**src/rtl/unpacker_if.sv**
```systemverilog
// Wide-word write side and narrow-slice read side of the unpacker.
// The slave modport is the unpacker itself; the master modport is the producer/consumer side.
interface unpacker_if #(
  parameter int PACKED_WIDTH   = 128,
  parameter int UNPACKED_WIDTH = 64
);
  localparam int NUM   = PACKED_WIDTH / UNPACKED_WIDTH;
  localparam int CNT_W = $clog2(NUM) + 1;

  logic                      Packed_EnWr;
  logic                      Packed_RdyWr;
  logic [PACKED_WIDTH-1:0]   Packed_DatWr;
  logic [CNT_W-1:0]          Packed_LenWr;
  logic                      Unpacked_RdyRd;
  logic                      Unpacked_EnRd;
  logic [UNPACKED_WIDTH-1:0] Unpacked_DatRd;
  logic                      Unpacked_LastRd;

  modport master (
    output Packed_EnWr, Packed_DatWr, Packed_LenWr, Unpacked_EnRd,
    input  Packed_RdyWr, Unpacked_RdyRd, Unpacked_DatRd, Unpacked_LastRd
  );

  modport slave (
    input  Packed_EnWr, Packed_DatWr, Packed_LenWr, Unpacked_EnRd,
    output Packed_RdyWr, Unpacked_RdyRd, Unpacked_DatRd, Unpacked_LastRd
  );
endinterface

```
**src/rtl/unpacker.sv**
```systemverilog
// Wide-to-narrow unpacker: two-entry wide buffer, emits each stored word
// most-significant slice first, one slice per read handshake.
module unpacker #(
  parameter int PACKED_WIDTH   = 128,
  parameter int UNPACKED_WIDTH = 64
) (
  input  logic       clk,
  input  logic       rst_n,
  input  logic       Reset,
  unpacker_if.slave  bus
);
  localparam int NUM   = PACKED_WIDTH / UNPACKED_WIDTH;
  localparam int CNT_W = $clog2(NUM) + 1;

  if (NUM < 1 || PACKED_WIDTH != NUM * UNPACKED_WIDTH) begin : g_bad_cfg
    $error("unpacker: PACKED_WIDTH must be a positive integer multiple of UNPACKED_WIDTH");
  end

  logic [PACKED_WIDTH-1:0]   mem_dat [2];
  logic [CNT_W-1:0]          mem_len [2];
  logic                      head;
  logic                      tail;
  logic [1:0]                occ;
  logic [CNT_W-1:0]          cnt;

  logic                      wr_fire;
  logic                      rd_fire;
  logic                      rd_last;
  logic                      is_last;
  logic [CNT_W-1:0]          len_head;
  logic [UNPACKED_WIDTH-1:0] dat_sel;

  // Zero or an out-of-range length means a full word.
  function automatic logic [CNT_W-1:0] sat_len(input logic [CNT_W-1:0] len);
    if (len == '0 || len >= CNT_W'(NUM))
      return CNT_W'(NUM);
    return len;
  endfunction

  assign len_head = mem_len[head];
  assign is_last  = (cnt == len_head - CNT_W'(1));
  assign wr_fire  = bus.Packed_EnWr & (occ != 2'd2);
  assign rd_fire  = bus.Unpacked_EnRd & (occ != 2'd0);
  assign rd_last  = rd_fire & is_last;

  always_comb begin
    dat_sel = '0;
    for (int i = 0; i < NUM; i++) begin
      if (cnt == CNT_W'(i))
        dat_sel = mem_dat[head][PACKED_WIDTH-1-i*UNPACKED_WIDTH -: UNPACKED_WIDTH];
    end
  end

  assign bus.Packed_RdyWr    = (occ != 2'd2);
  assign bus.Unpacked_RdyRd  = (occ != 2'd0);
  assign bus.Unpacked_LastRd = (occ != 2'd0) & is_last;
  assign bus.Unpacked_DatRd  = dat_sel;

  // Control: occupancy, ring pointers and slice counter.
  always_ff @(posedge clk) begin
    if (!rst_n || Reset) begin
      occ  <= 2'd0;
      head <= 1'b0;
      tail <= 1'b0;
      cnt  <= '0;
    end else begin
      if (wr_fire)
        tail <= ~tail;
      if (rd_last)
        head <= ~head;
      if (rd_fire)
        cnt <= is_last ? '0 : cnt + CNT_W'(1);
      case ({wr_fire, rd_last})
        2'b10:   occ <= occ + 2'd1;
        2'b01:   occ <= occ - 2'd1;
        default: occ <= occ;
      endcase
    end
  end

  // Storage: hard reset clears the words, a soft flush only discards the write.
  always_ff @(posedge clk) begin
    if (!rst_n) begin
      for (int i = 0; i < 2; i++) begin
        mem_dat[i] <= '0;
        mem_len[i] <= '0;
      end
    end else if (wr_fire && !Reset) begin
      mem_dat[tail] <= bus.Packed_DatWr;
      mem_len[tail] <= sat_len(bus.Packed_LenWr);
    end
  end
endmodule

```
**src/flat_wrapper.sv**
```systemverilog
// flat-port wrapper written by rule: the top's interface ports become plain ports
module unpacker_flat 
#(
  parameter int PACKED_WIDTH   = 128,
  parameter int UNPACKED_WIDTH = 64
)
  (clk, rst_n, Reset, bus_Packed_EnWr, bus_Packed_DatWr, bus_Packed_LenWr, bus_Unpacked_EnRd, bus_Packed_RdyWr, bus_Unpacked_RdyRd, bus_Unpacked_DatRd, bus_Unpacked_LastRd);
  unpacker_if #(.PACKED_WIDTH(PACKED_WIDTH), .UNPACKED_WIDTH(UNPACKED_WIDTH)) bus_i ();
  input  logic clk;
  input  logic rst_n;
  input  logic Reset;
  input wire logic [$bits(bus_i.Packed_EnWr)-1:0] bus_Packed_EnWr;
  input wire logic [$bits(bus_i.Packed_DatWr)-1:0] bus_Packed_DatWr;
  input wire logic [$bits(bus_i.Packed_LenWr)-1:0] bus_Packed_LenWr;
  input wire logic [$bits(bus_i.Unpacked_EnRd)-1:0] bus_Unpacked_EnRd;
  output wire logic [$bits(bus_i.Packed_RdyWr)-1:0] bus_Packed_RdyWr;
  output wire logic [$bits(bus_i.Unpacked_RdyRd)-1:0] bus_Unpacked_RdyRd;
  output wire logic [$bits(bus_i.Unpacked_DatRd)-1:0] bus_Unpacked_DatRd;
  output wire logic [$bits(bus_i.Unpacked_LastRd)-1:0] bus_Unpacked_LastRd;
  assign bus_i.Packed_EnWr = bus_Packed_EnWr;
  assign bus_i.Packed_DatWr = bus_Packed_DatWr;
  assign bus_i.Packed_LenWr = bus_Packed_LenWr;
  assign bus_i.Unpacked_EnRd = bus_Unpacked_EnRd;
  assign bus_Packed_RdyWr = bus_i.Packed_RdyWr;
  assign bus_Unpacked_RdyRd = bus_i.Unpacked_RdyRd;
  assign bus_Unpacked_DatRd = bus_i.Unpacked_DatRd;
  assign bus_Unpacked_LastRd = bus_i.Unpacked_LastRd;
  unpacker #(.PACKED_WIDTH(PACKED_WIDTH), .UNPACKED_WIDTH(UNPACKED_WIDTH)) u_core (.clk(clk), .rst_n(rst_n), .Reset(Reset), .bus(bus_i));
endmodule
```
**config.mk**
```make
export PLATFORM = sky130hd
export DESIGN_NAME = unpacker_flat
export DESIGN_NICKNAME = d
export VERILOG_FILES = /design/src/rtl/unpacker_if.sv /design/src/rtl/unpacker.sv /design/src/flat_wrapper.sv
export SDC_FILE = /design/constraint.sdc
export NUM_CORES = 1
export LEC_CHECK = 0
export BUFFER_PORTS_ARGS = -buffer_cell sky130_fd_sc_hd__clkbuf_2
export CORE_ASPECT_RATIO = 0.5
export CORE_MARGIN = 2
export CORE_UTILIZATION = 35
export CTS_CLUSTER_DIAMETER = 30
export CTS_CLUSTER_SIZE = 25
export DETAILED_ROUTE_END_ITERATION = 8
export GPL_TIMING_DRIVEN = 0
export PLACE_DENSITY = 0.65
export SLEW_MARGIN = 0
export SYNTH_ARGS = -nofsm -noshare
export SYNTH_HDL_FRONTEND = slang
export SYNTH_SLANG_ARGS = --single-unit
```
**constraint.sdc**
```tcl
create_clock -name clk -period 6.3 [get_ports clk]
set_clock_uncertainty 0.2 [all_clocks]
set_input_delay 1.26 -clock clk [delete_from_list [all_inputs] [get_ports clk]]
set_output_delay 1.26 -clock clk [all_outputs]
set_load 0.01 [all_outputs]
```
==> summary.md, run 1 <==
| Metric | Value |
|---|---|
| Placed Cells | 1574 |
| # Max-Cap Violations | 0 |
| Number of remaining DRC errors | 0 |
| Post-CTS setup buffer count | 0 |
| Pint | roughly 3.8 mW |
| Minimum clock period | 4.21 ns |
| Worst rel slew slack | 0.585 |
| FF/Latch Area | slightly below 8000 µm² |
| Worst-case vdd ir drop | 0.199 mV |
| Required time of the worst setup path | around 4.8 ns |
| Seq/Total Area, Yosys | 0.654 |
| Clk slew on worst S/H paths | 0.05 ns |
| Setup crit start kind | flop |
| Most frequent cells in the layout | 260 x edfxtp_1, 257 x and2_1, 223 x clkbuf_2, 68 x nand2_1, 67 x mux2i_1 |
| DRT Pass-1 Iters | 5 |
| Largest net degree at the start of global routing | 60 |
| Root Buffer | clkbuf_16 |
| Die span in y | roughly 140 µm |
| Min setup slack post-route | 2.09 ns |
| Post-synthesis adder-cell area fraction | 0.00309 |
| Layout Cells excl Fill | 1661 |
| Main combinational cell family by area after synthesis | simple AND/OR/NAND/NOR gates |
| Leakage | 5.98 nW |
| YS warnings | 0 |
| # rows | 48 |
| Synth Area in Simple Gates | 0.167 |
| CP max FO | 10 |
| Full die area | between 30000 and 40000 µm² |
| P&R area growth vs syn | 26.9% |
| Worst-skew pair later-pin latency | 0.53 ns |
| RSZ-0062 raised after global routing | no |
| Prevailing post-synth register cell | edfxtp_1 |
| Yosys reg bits | ~270 |
| Post-CTS Hold Fix Bufs | 0 |
| Async set-reset flop share out of synthesis | 0 |
| H-tree lvl count | 2 |
| Power per Cell Area | 312 nW/µm² |
| Combinational Power Share | 0.058 |
| Total gr overflow | 0 |
| Worst-margin pin slew | 0.622 ns |
| Final hold vios | 0 |
| Yosys cell types | 33 |
| CP Data Arrival Time | 2.75 ns |
| Switch Pwr | 1.04 mW |
| Mapped cell area | ~12000 µm² |
| Routed Antenna Nets | 0 |
| IO Count | 202 |
| Vias post-DR | 7619 |
| Post-DP HPWL | 20.5 mm |
| Worst setup EP type | output port |
| Clock power share | 0.511 |
| Cells after synthesis | 894 |
| Starting DRT DRC Count | 375 |
| Post-synth EDFFs | 260 |
| Post_cts resized | 0 |
| Nets | 1284 |
| Chip width | 268 µm |
| Multi-input logic area | between 3000 and 4000 µm² |
| Sequential Power Share | 0.430 |
| TritonCTS clock tree | built |
| Sink Count | 267 |
| Syn nets | 1032 |
| Placer Congestion | 0.765 |
| CTS max path bufs | 3 |
| CORE AREA | 34400 µm² |
| Share of cells above drive strength 1 | 0.333 |
| TNS Setup | 0 ns |
| Routed WL | 29.7 mm |
| Place WS | between 2 and 2.5 ns |
| First-pass GRT wire length | 44.6 mm |
| Post-synthesis compound-gate area fraction | 0.0306 |
| Syn Area/Cell | 13.6 µm² |
| Fmax achieved | roughly 240 MHz |
| Mux contribution to synthesized area | 0.116 |
| Setup-failing EPs final | 0 |
| Slew Limit Fails | 0 |
| Starting density of the core | 0.354 |
| Fin crit share | 0.668 |
| TritonCTS buffer count | 45 |
| Vias in the first global route | 7935 |
| Initial antenna violation count | 4 |
| WL per Instance | 17.9 µm |
| Port-buffer cells | 201 |
| Crit Path Category | reg2out |
| Commonest non-fill, non-tap cell in the layout | edfxtp_1 |
| Worst hold path class | reg2reg |
| Switch share | 0.216 |
| Synth Area in XOR/XNOR | 0.00350 |
| Number of filler cells placed in the layout | approximately 3200 |
| Avg Vias per Cell | 4.59 |
| Layout Utilization | 0.449 |
| Global-route usage over all layers | 0.162 |
| Status | finished clean |
==> per-stage QoR <==
stage	hold WS [ns]	instance area, µm²	power [mW]
after global placement	0.261	13800	2.39
after CTS	0.280	15400	4.84
final	0.280	15400	4.81
after global routing	0.324	15400	4.95
after floorplan	0.252	12200	2.25
after detailed placement	0.278	13900	2.39
==> metal layers <==
metal | global-route usage | routed length [µm] | up-vias
li1 | - | - | 3674
met1 | 0.188 | 11600 | 3717
met2 | 0.290 | 15700 | 165
met3 | 0.0354 | 1450 | 63
met4 | 0.0705 | 962 | 0
met5 | 0 | 0 | -
==> cell usage after synthesis, types with 5 or more instances <==
cell	instances	area, µm²
edfxtp_1	260	7810
and2_1	257	1610
nand2_1	70	263
mux2i_1	67	671
o21ai_0	65	325
mux2_2	63	709
clkbuf_2	22	110
nor2_1	13	48.8
buf_2	10	50.1
buf_4	9	67.6
clkbuf_1	9	33.8
dfxtp_1	7	140
buf_1	5	18.8
==> flip-flops by register name, indices dropped and copies added, names as in the netlist, named ones only <==
signal	count
u_core.mem_dat	256
u_core.mem_len	4
u_core.cnt	2
u_core.occ	2
u_core.head	1
u_core.tail	1
==> kinds of logic after synthesis <==
kind of cell	after synthesis
simple gates	355
mux	132
compound gates	72
xor+xnor	4
buf+inv	61
flops	267
fa+ha+maj	3
==> power groups by stage <==
stage / combinational [mW] / sequential, mW / clock [mW]
floorplan: 0.142 / 2.11 / 0
global placement: 0.268 / 2.12 / 0
detailed placement: 0.285 / 2.10 / 0
CTS: 0.286 / 2.07 / 2.49
global route: 0.308 / 2.07 / 2.57
finish: 0.281 / 2.07 / 2.46
==> worst max-delay path, stage by stage (launching register included) <==
cell      delay, ns
dfxtp_1        0.46
ha_1           0.33
clkbuf_1       0.52
buf_1          0.47
nand2_1        0.15
o21ai_0        0.12
clkbuf_2       0.17
==> final timing paths <==
path                              start                                  end  slack (ns)  cells after the start
max          u_core.cnt[0]$_SDFFE_PP0P_               bus_Unpacked_DatRd[58]        2.09                      6
min            u_core.head$_SDFFE_PP0P_                                 flop        0.28                      2
max reg2reg  u_core.occ[0]$_SDFFE_PP0P_  u_core.mem_dat[1][34]$_SDFFCE_PN0P_        3.69                      5
min reg2reg    u_core.head$_SDFFE_PP0P_                                 flop        0.28                      2
==> final cells by class <==
class	count	share of cell area
diodes	4	0.000649
well taps	475	0.0385
flip-flops and latches	267	0.515
clock buffers	52	0.0775
repair buffers	205	0.0724
clock inverters	31	0.0217
multi-input cells	566	0.253
plain buffers	57	0.0194
inverters	4	0.000974
Power figures use the tool's default switching activity.
==> inputs of run 2 (changes only) <==
--- a/config.mk
+++ b/config.mk
@@ -5,6 +5,7 @@
 export SDC_FILE = /design/constraint.sdc
 export NUM_CORES = 1
 export LEC_CHECK = 0
+export ABC_AREA = 1
 export BUFFER_PORTS_ARGS = -buffer_cell sky130_fd_sc_hd__clkbuf_2
 export CORE_ASPECT_RATIO = 0.5
 export CORE_MARGIN = 2
@@ -13,7 +14,7 @@
 export CTS_CLUSTER_SIZE = 25
 export DETAILED_ROUTE_END_ITERATION = 8
 export GPL_TIMING_DRIVEN = 0
-export PLACE_DENSITY = 0.65
+export PLACE_DENSITY = 0.67
 export SLEW_MARGIN = 0
 export SYNTH_ARGS = -nofsm -noshare
 export SYNTH_HDL_FRONTEND = slang
==> constraint.sdc (replaced) <==
create_clock -name clk -period 3.8 [get_ports clk]
set_clock_uncertainty 0.2 [all_clocks]
set_input_delay 0.76 -clock clk [delete_from_list [all_inputs] [get_ports clk]]
set_output_delay 0.76 -clock clk [all_outputs]
set_load 0.01 [all_outputs]
==> run 2 against run 1 <==
Synthesized cell count grew 24%. Register-to-register slack worse by 2.6 ns. Sequential power up 65%. Highest routed layer unchanged. Die area decreased by 4.2%.
==> summary.md, run 2 <==
| Metric | Value |
|---|---|
| Status | finished clean (unchanged) |
| CP Data Arrival Time | 2.65 ns (was 2.75 ns) |
| Nets | 1503 (was 1284) |
| Worst hold start | u_core.tail$_SDFFE_PP0P_ (was u_core.head$_SDFFE_PP0P_) |
| Required time of the worst setup path | 2.84 ns (was 4.84 ns) |
| Post-CTS Hold Fix Bufs | 0 (unchanged) |
| WHS | 0.310 ns (was 0.280 ns) |
| Global-route usage over all layers | 0.180 (was 0.162) |
| Mapped cell area | 11600 µm² (was 12200 µm²) |
| Count leader, synth | nor2_1 (was edfxtp_1) |
| Top post-synthesis cells by count | 391 x nor2_1, 260 x edfxtp_1, 142 x inv_1 (was 260 x edfxtp_1, 257 x and2_1, 70 x nand2_1) |
| Final hold vios | 0 (unchanged) |
| YS warnings | 0 (unchanged) |
| CORE AREA | 32900 µm² (was 34400 µm²) |
| Yosys cell types | 21 (was 33) |
| Vias post-DR | 8772 (was 7619) |
| Setup-failing EPs final | 0 (unchanged) |
| Chip width | 262 µm (was 268 µm) |
| Routed Antenna Nets | 0 (unchanged) |
| Fmax achieved | 277 MHz |
| R2R setup slack | 1.10 ns (was 3.69 ns) |
| Worst-margin pin slew | 0.650 ns (was 0.622 ns) |
| IO Count | 202 (unchanged) |
| Port-buffer cells | 201 (unchanged) |
| Cells along the critical path | inv_1 > ha_1 > nor2_1 > buf_2 > clkbuf_1 > o21ai_0 > o22ai_1 > clkbuf_2 (was ha_1 > clkbuf_1 > buf_1 > nand2_1 > o21ai_0 > clkbuf_2) |
| Syn nets | 1251 (was 1032) |
| Max reg flops | 256 (unchanged) |
| Register with the most flip-flops | u_core.mem_dat (unchanged) |
| Number of remaining DRC errors | 0 (unchanged) |
| Largest cells by area after synthesis | edfxtp_1 67%, nor2_1 13%, o21ai_0 5.6% (was edfxtp_1 64%, and2_1 13%, mux2_2 5.8%) |
| Slew Limit Fails | 0 (unchanged) |
| Syn Area/Cell | 10.4 µm² (was 13.6 µm²) |
| Share of cells above drive strength 1 | 0.233 (was 0.333) |
| Prevailing post-synth register cell | edfxtp_1 (unchanged) |
| Number of filler cells placed in the layout | 3005 (was 3163) |
| Worst-skew pair later-pin latency | 0.53 ns (about the same) |
| Starting DRT DRC Count | 662 (was 375) |
| Minimum clock period | ~3.6 ns |
| Synth top area share | 0.671 (was 0.642) |
| Post-CTS setup buffer count | 0 (unchanged) |
| Cells after synthesis | 1113 (was 894) |
| Setup crit start kind | flop (unchanged) |
| TNS Setup | 0 ns (unchanged) |
| Buf+Inv Stages, Crit Path | 4 (was 3) |
| Post-synth top area cell | edfxtp_1 (unchanged) |
| Total gr overflow | 0 (unchanged) |
| Placer Congestion | 0.805 (was 0.765) |
| Routed WL | 31.8 mm (was 29.7 mm) |
| WL per Instance | 17.2 µm (was 17.9 µm) |
| Yosys reg bits | 267 (unchanged) |
| Largest net degree at the start of global routing | 85 (was 60) |
| Crit Path Category | reg2out (unchanged) |
| FF/Latch Area | 7950 µm² (unchanged) |
| Reg-to-Reg End | u_core.mem_dat[1][101]$_SDFFCE_PN0P_ (was u_core.mem_dat[1][34]$_SDFFCE_PN0P_) |
| Worst rel slew slack | 0.567 (was 0.585) |
| Seq/Total Area, Yosys | 0.683 (was 0.654) |
| Starting density of the core | 0.354 (about the same) |
| TritonCTS clock tree | built (unchanged) |
| Layout Cells excl Fill | 1847 (was 1661) |
| Worst r2r src | u_core.occ[0]$_SDFFE_PP0P_ (unchanged) |
| Vias in the first global route | 8735 (was 7935) |
| Cell at the slowest stage of the critical path | clkbuf_1 (unchanged) |
| Avg Vias per Cell | 4.75 (was 4.59) |
| RSZ-0062 raised after global routing | no (unchanged) |
| # Max-Cap Violations | 0 (unchanged) |
| Hold Crit Depth | 2 (unchanged) |
| Post-synth EDFFs | 260 (unchanged) |
| Delay-heaviest family, CP | buffers and inverters (unchanged) |
| DRT Pass-1 Iters | 5 (unchanged) |
| Root Buffer | clkbuf_16 (unchanged) |
| Full die area | 34800 µm² (was 36300 µm²) |
| P&R area growth vs syn | 28.4% (was 26.9%) |
| Largest regs | u_core.mem_dat x256, u_core.mem_len x4 (unchanged) |
| Placed Cells | 1757 (was 1574) |
| Worst-case vdd ir drop | 0.313 mV (was 0.199 mV) |
| CTS max path bufs | 3 (unchanged) |
| R2R cell count | 9 (was 5) |
| Worst hold path class | reg2reg (unchanged) |
| Die span in y | 133 µm (was 136 µm) |
| Worst Hold End | u_core.tail$_SDFFE_PP0P_ |
| Sink Count | 267 (unchanged) |
| Power per Cell Area | 550 nW/µm² (was 312 nW/µm²) |
| Leakage | 6.66 nW (was 5.98 nW) |
| TritonCTS buffer count | 47 (was 45) |
| Most frequent cells in the layout | 391 x nor2_1, 260 x edfxtp_1, 202 x clkbuf_2, 142 x inv_1, 130 x o21ai_0 (was 260 x edfxtp_1, 257 x and2_1, 223 x clkbuf_2, 68 x nand2_1, 67 x mux2i_1) |
| Initial antenna violation count | 3 (was 4) |
| CP max FO | 10 (unchanged) |
| Multi-input logic area | 2790 µm² (was 3910 µm²) |
| # rows | 47 (was 48) |
| Commonest non-fill, non-tap cell in the layout | nor2_1 (was edfxtp_1) |
| First-pass GRT wire length | 47.8 mm (was 44.6 mm) |
| Overall Power | 8.22 mW (was 4.81 mW) |
| H-tree lvl count | 2 (unchanged) |
| Clk slew on worst S/H paths | 0.05 ns (about the same) |
| Post-DP HPWL | 20.7 mm (was 20.5 mm) |
| Fin crit share | 0.951 |
| Worst setup EP type | output port (unchanged) |
| CP peak stage delay | 0.43 ns (was 0.52 ns) |
| Async set-reset flop share out of synthesis | 0 (unchanged) |
-- run 2: changes by cell type in the layout (fill, tap and decap cells not counted), moves of 63 or more --
cell | before | now
and2_1 | 257 | 0
inv_1 | 4 | 142
mux2_2 | 63 | 0
mux2i_1 | 67 | 0
nor2_1 | 13 | 391
o21ai_0 | 65 | 130
o22ai_1 | 0 | 63
-- run 2: area by class of cell --
| type | count | area share |
|---|---|---|
| diodes | 3 | 0.000503 |
| plain buffers | 70 | 0.0249 |
| clock buffers | 53 | 0.0831 |
| clock inverters | 34 | 0.0271 |
| inverters | 147 | 0.0370 |
| multi-input cells | 629 | 0.187 |
| flip-flops and latches | 267 | 0.532 |
| well taps | 441 | 0.0370 |
| repair buffers | 203 | 0.0711 |
-- run 2: per-stage QoR --
step	setup slack, ns	utilization	area, µm²
floorplan	0.197	-	11600
global placement	-1.10	0.401	13200
detailed placement	0.419	0.404	13300
CTS	0.112	0.454	14900
global route	0.0217	0.454	14900
finish	0.188	0.454	14900
-- run 2: worst max path at each step --
stage | start | to | slack [ns] | cells past startpoint
global route | u_core.cnt[1]$_SDFFE_PP0P_ | bus_Unpacked_DatRd[49] | 0.02 | 8
global placement | rst_n | u_core.mem_dat[1][20]$_SDFFCE_PN0P_ | -1.10 | 7
detailed placement | rst_n | u_core.mem_dat[1][43]$_SDFFCE_PN0P_ | 0.42 | 8
CTS | u_core.cnt[1]$_SDFFE_PP0P_ | bus_Unpacked_DatRd[35] | 0.11 | 8
finish | u_core.cnt[1]$_SDFFE_PP0P_ | bus_Unpacked_DatRd[25] | 0.19 | 8
floorplan | rst_n | u_core.mem_dat[0][0]$_SDFFCE_PN0P_ | 0.20 | 8
-- run 2: repair_timing --
item / CTS / global route
gates resized for setup: 0 / 2
endpoints found under the setup margin: 0 / 1
hold endpoints to repair: 0 / 0
-- run 2: metal layers --
layer,vias to the layer above,routed length [µm],global-route usage
li1,4236,-,-
met1,4244,12600,0.218
met2,236,16900,0.322
met3,56,1510,0.0289
met4,0,860,0.0672
met5,-,0,0
-- run 2: power by group --
| group | switching, mW | internal, mW |
|---|---|---|
| combinational | 0.325 | 0.165 |
| clock | 1.46 | 2.85 |
| sequential | 0.0334 | 3.38 |
-- run 2: cells by family after synthesis --
| kind of cell | share of synthesized area |
|---|---|
| AND/OR/NAND/NOR | 0.140 |
| flip-flops | 0.683 |
| buffers and inverters | 0.0793 |
| AO/OA/AOI/OAI | 0.0939 |
| adder cells (fa/ha/maj) | 0.00323 |
-- run 2: worst register-to-register path: stages, from the launching register on --
cell     delay (ns)
dfxtp_1        0.35
inv_2          0.07
nand2_2        0.09
nand2_2        0.08
inv_2          0.07
nand3_2        0.14
buf_4          0.23
buf_2          0.24
nand2_8        0.43
buf_16         0.40
==> inputs of run 3 (changes only) <==
--- a/config.mk
+++ b/config.mk
@@ -6,10 +6,12 @@
 export NUM_CORES = 1
 export LEC_CHECK = 0
 export ABC_AREA = 1
+export ABC_CLOCK_PERIOD_IN_PS = 3800
 export BUFFER_PORTS_ARGS = -buffer_cell sky130_fd_sc_hd__clkbuf_2
 export CORE_ASPECT_RATIO = 0.5
 export CORE_MARGIN = 2
 export CORE_UTILIZATION = 35
+export CTS_BUF_LIST = sky130_fd_sc_hd__clkbuf_16
 export CTS_CLUSTER_DIAMETER = 30
 export CTS_CLUSTER_SIZE = 25
 export DETAILED_ROUTE_END_ITERATION = 8
==> run 3 against run 2 <==
Die area unchanged. Hold slack about the same. Non-clock buffer count unchanged. Combinational power about the same. Clock power about the same. Sequential power about the same. Setup slack better by 0.0020 ns. Via count down 0.26%. Maximum frequency about the same. Flip-flop and latch count unchanged. Critical path type unchanged. Critical endpoint unchanged. Largest power group unchanged.
==> summary.md, run 3 (synthesis gave the netlist of run 2 again) <==
| Metric | Value |
|---|---|
| Status | finished clean (unchanged) |
| Critical path depth in cells | 8 (unchanged) |
| Commonest non-fill, non-tap cell in the layout | nor2_1 (unchanged) |
| Buf+Inv Stages, Crit Path | 4 (unchanged) |
| Worst hold path class | reg2reg (unchanged) |
| Required time of the worst setup path | 2.84 ns (about the same) |
| Reg-to-Reg End | u_core.mem_dat[1][101]$_SDFFCE_PN0P_ (unchanged) |
| Post-DP HPWL | 20.7 mm (unchanged) |
| Worst-margin pin slew | 0.664 ns (was 0.650 ns) |
| Critical path endpoint | bus_Unpacked_DatRd[25] (unchanged) |
| Fmax achieved | 277 MHz (about the same) |
| Setup crit start kind | flop (unchanged) |
| Total gr overflow | 0 (unchanged) |
| Setup-failing EPs final | 0 (unchanged) |
| Power per Cell Area | 549 nW/µm² (was 550 nW/µm²) |
| Starting density of the core | 0.354 (unchanged) |
| IO Count | 202 (unchanged) |
| GRT Max-Usage Layer | met2 (unchanged) |
| Nets | 1503 (unchanged) |
| Crit Path Category | reg2out (unchanged) |
| CP peak stage delay | 0.43 ns (about the same) |
| Port-buffer cells | 201 (unchanged) |
| Fin crit share | 0.950 (was 0.951) |
| Largest regs | u_core.mem_dat x256, u_core.mem_len x4 (unchanged) |
| DRT Pass-1 Iters | 5 (unchanged) |
| R2R cell count | 9 (unchanged) |
| Leakage | 6.67 nW (was 6.66 nW) |
| P&R area growth vs syn | 28.4% (unchanged) |
| Most frequent cells in the layout | 391 x nor2_1, 260 x edfxtp_1, 202 x clkbuf_2, 146 x inv_1, 130 x o21ai_0 (was 391 x nor2_1, 260 x edfxtp_1, 202 x clkbuf_2, 142 x inv_1, 130 x o21ai_0) |
| CP max FO | 10 (unchanged) |
| Critical Path Source | u_core.cnt[1]$_SDFFE_PP0P_ (unchanged) |
| Starting DRT DRC Count | 694 (was 662) |
| Worst-skew pair later-pin latency | 0.53 ns (about the same) |
| Delay-heaviest family, CP | buffers and inverters (unchanged) |
| # Max-Cap Violations | 0 (unchanged) |
| Share of cells above drive strength 1 | 0.233 (unchanged) |
| CP Data Arrival Time | 2.65 ns (about the same) |
| TritonCTS clock tree | built (unchanged) |
| Root Buffer | clkbuf_16 (unchanged) |
| CTS max path bufs | 3 (unchanged) |
| Layout Cells excl Fill | 1847 (unchanged) |
| Routed Antenna Nets | 0 (unchanged) |
| Post-CTS setup buffer count | 0 (unchanged) |
| Chip width | 262 µm (unchanged) |
| H-tree lvl count | 2 (unchanged) |
| Register with the most flip-flops | u_core.mem_dat (unchanged) |
| RSZ-0062 raised after global routing | no (unchanged) |
| Global-route usage over all layers | 0.180 (unchanged) |
| Post-CTS Hold Fix Bufs | 0 (unchanged) |
| Layout Utilization | 0.454 (unchanged) |
| Vias post-DR | 8749 (was 8772) |
| Minimum clock period | 3.61 ns (about the same) |
| Die span in y | 133 µm (unchanged) |
| Avg Vias per Cell | 4.74 (was 4.75) |
| Worst setup EP type | output port (unchanged) |
| Clk slew on worst S/H paths | 0.05 ns (about the same) |
| Vias in the first global route | 8735 (unchanged) |
| Cell at the slowest stage of the critical path | clkbuf_1 (unchanged) |
| Worst-case vdd ir drop | 0.312 mV (was 0.313 mV) |
| First-pass GRT wire length | 47.8 mm (unchanged) |
| WHS | 0.310 ns (about the same) |
| Max reg flops | 256 (unchanged) |
| Slew Limit Fails | 0 (unchanged) |
| Largest net degree at the start of global routing | 85 (unchanged) |
| R2R setup slack | 1.11 ns (was 1.10 ns) |
| Number of remaining DRC errors | 0 (unchanged) |
| Met2 Resource Use GR | 0.322 (unchanged) |
| Final hold vios | 0 (unchanged) |
| Initial antenna violation count | 3 (unchanged) |
| Sink Count | 267 (unchanged) |
| Worst r2r src | u_core.occ[0]$_SDFFE_PP0P_ (unchanged) |
| Met1 usage | 0.218 (unchanged) |
| Cells along the critical path | inv_1 > ha_1 > nor2_1 > buf_2 > clkbuf_1 > o21ai_0 > o22ai_1 > clkbuf_2 (unchanged) |
| # rows | 47 (unchanged) |
| Placed Cells | 1757 (unchanged) |
| Full die area | 34800 µm² (unchanged) |
| WL per Instance | 17.2 µm (about the same) |
| TNS Setup | 0 ns (unchanged) |
| TritonCTS buffer count | 47 (unchanged) |
| Routed WL | 31.8 mm (about the same) |
| CORE AREA | 32900 µm² (unchanged) |
| Placer Congestion | 0.805 (unchanged) |
| GR Layer Usage met3 | 0.0289 (unchanged) |
| Worst rel slew slack | 0.558 (was 0.567) |
==> run 3: cell count changes in the layout (fill, tap and decap cells not counted) <==
cell / change
clkbuf_1: -4
inv_1: +4
==> run 3: through the flow <==
stage | worst slack [ns] | power [mW] | cell area (µm²)
after floorplan | 0.197 | 3.72 | 11600
after global placement | -1.10 | 3.96 | 13200
after detailed placement | 0.419 | 3.96 | 13300
after CTS | 0.112 | 8.23 | 14900
after global routing | 0.0217 | 8.43 | 14900
final | 0.190 | 8.20 | 14900
==> run 3: where the power goes <==
group          switching [mW]  internal [mW]  total [mW]  leakage, nW
sequential             0.0336           3.38        3.42         2.78
clock                    1.46           2.83        4.30        0.807
combinational           0.324          0.165       0.489         3.09
==> run 3: worst min path at each step <==
stage / from / endpoint / slack (ns) / cells after the start
2_1_floorplan: u_core.cnt[1]$_SDFFE_PP0P_ / u_core.cnt[1]$_SDFFE_PP0P_ / 0.25 / 2
3_3_place_gp: u_core.cnt[1]$_SDFFE_PP0P_ / u_core.cnt[1]$_SDFFE_PP0P_ / 0.27 / 2
3_5_place_dp: u_core.cnt[1]$_SDFFE_PP0P_ / u_core.cnt[1]$_SDFFE_PP0P_ / 0.29 / 2
4_1_cts: u_core.tail$_SDFFE_PP0P_ / u_core.tail$_SDFFE_PP0P_ / 0.31 / 2
5_1_grt: bus_Packed_DatWr[59] / u_core.mem_dat[1][59]$_SDFFCE_PN0P_ / 0.34 / 3
6_report: u_core.tail$_SDFFE_PP0P_ / u_core.tail$_SDFFE_PP0P_ / 0.31 / 2
==> run 3: routing by layer <==
| layer | wire, µm | share of wire |
|---|---|---|
| met1 | 12600 | 0.40 |
| met2 | 16900 | 0.53 |
| met3 | 1520 | 0.048 |
| met4 | 843 | 0.026 |
| met5 | 0 | 0 |
==> run 3: tightest hold or removal path, cell delays in order (launching register included) <==
cell	delay, ns
dfxtp_1	0.33
nand3_1	0.09
nand2_1	0.05
==> run 3: layout make-up <==
type	count	area, µm²
fillers	3005	17900
flip-flops and latches	267	7950
multi-input cells	629	2790
clock buffers	49	1230
repair buffers	203	1060
inverters	147	552
well taps	441	552
clock inverters	38	419
plain buffers	70	372
diodes	3	7.51
==> run 3: repair_timing <==
action,in CTS,in global routing
setup endpoints to repair,0,1
gates resized for setup,0,2
hold endpoints to repair,0,0
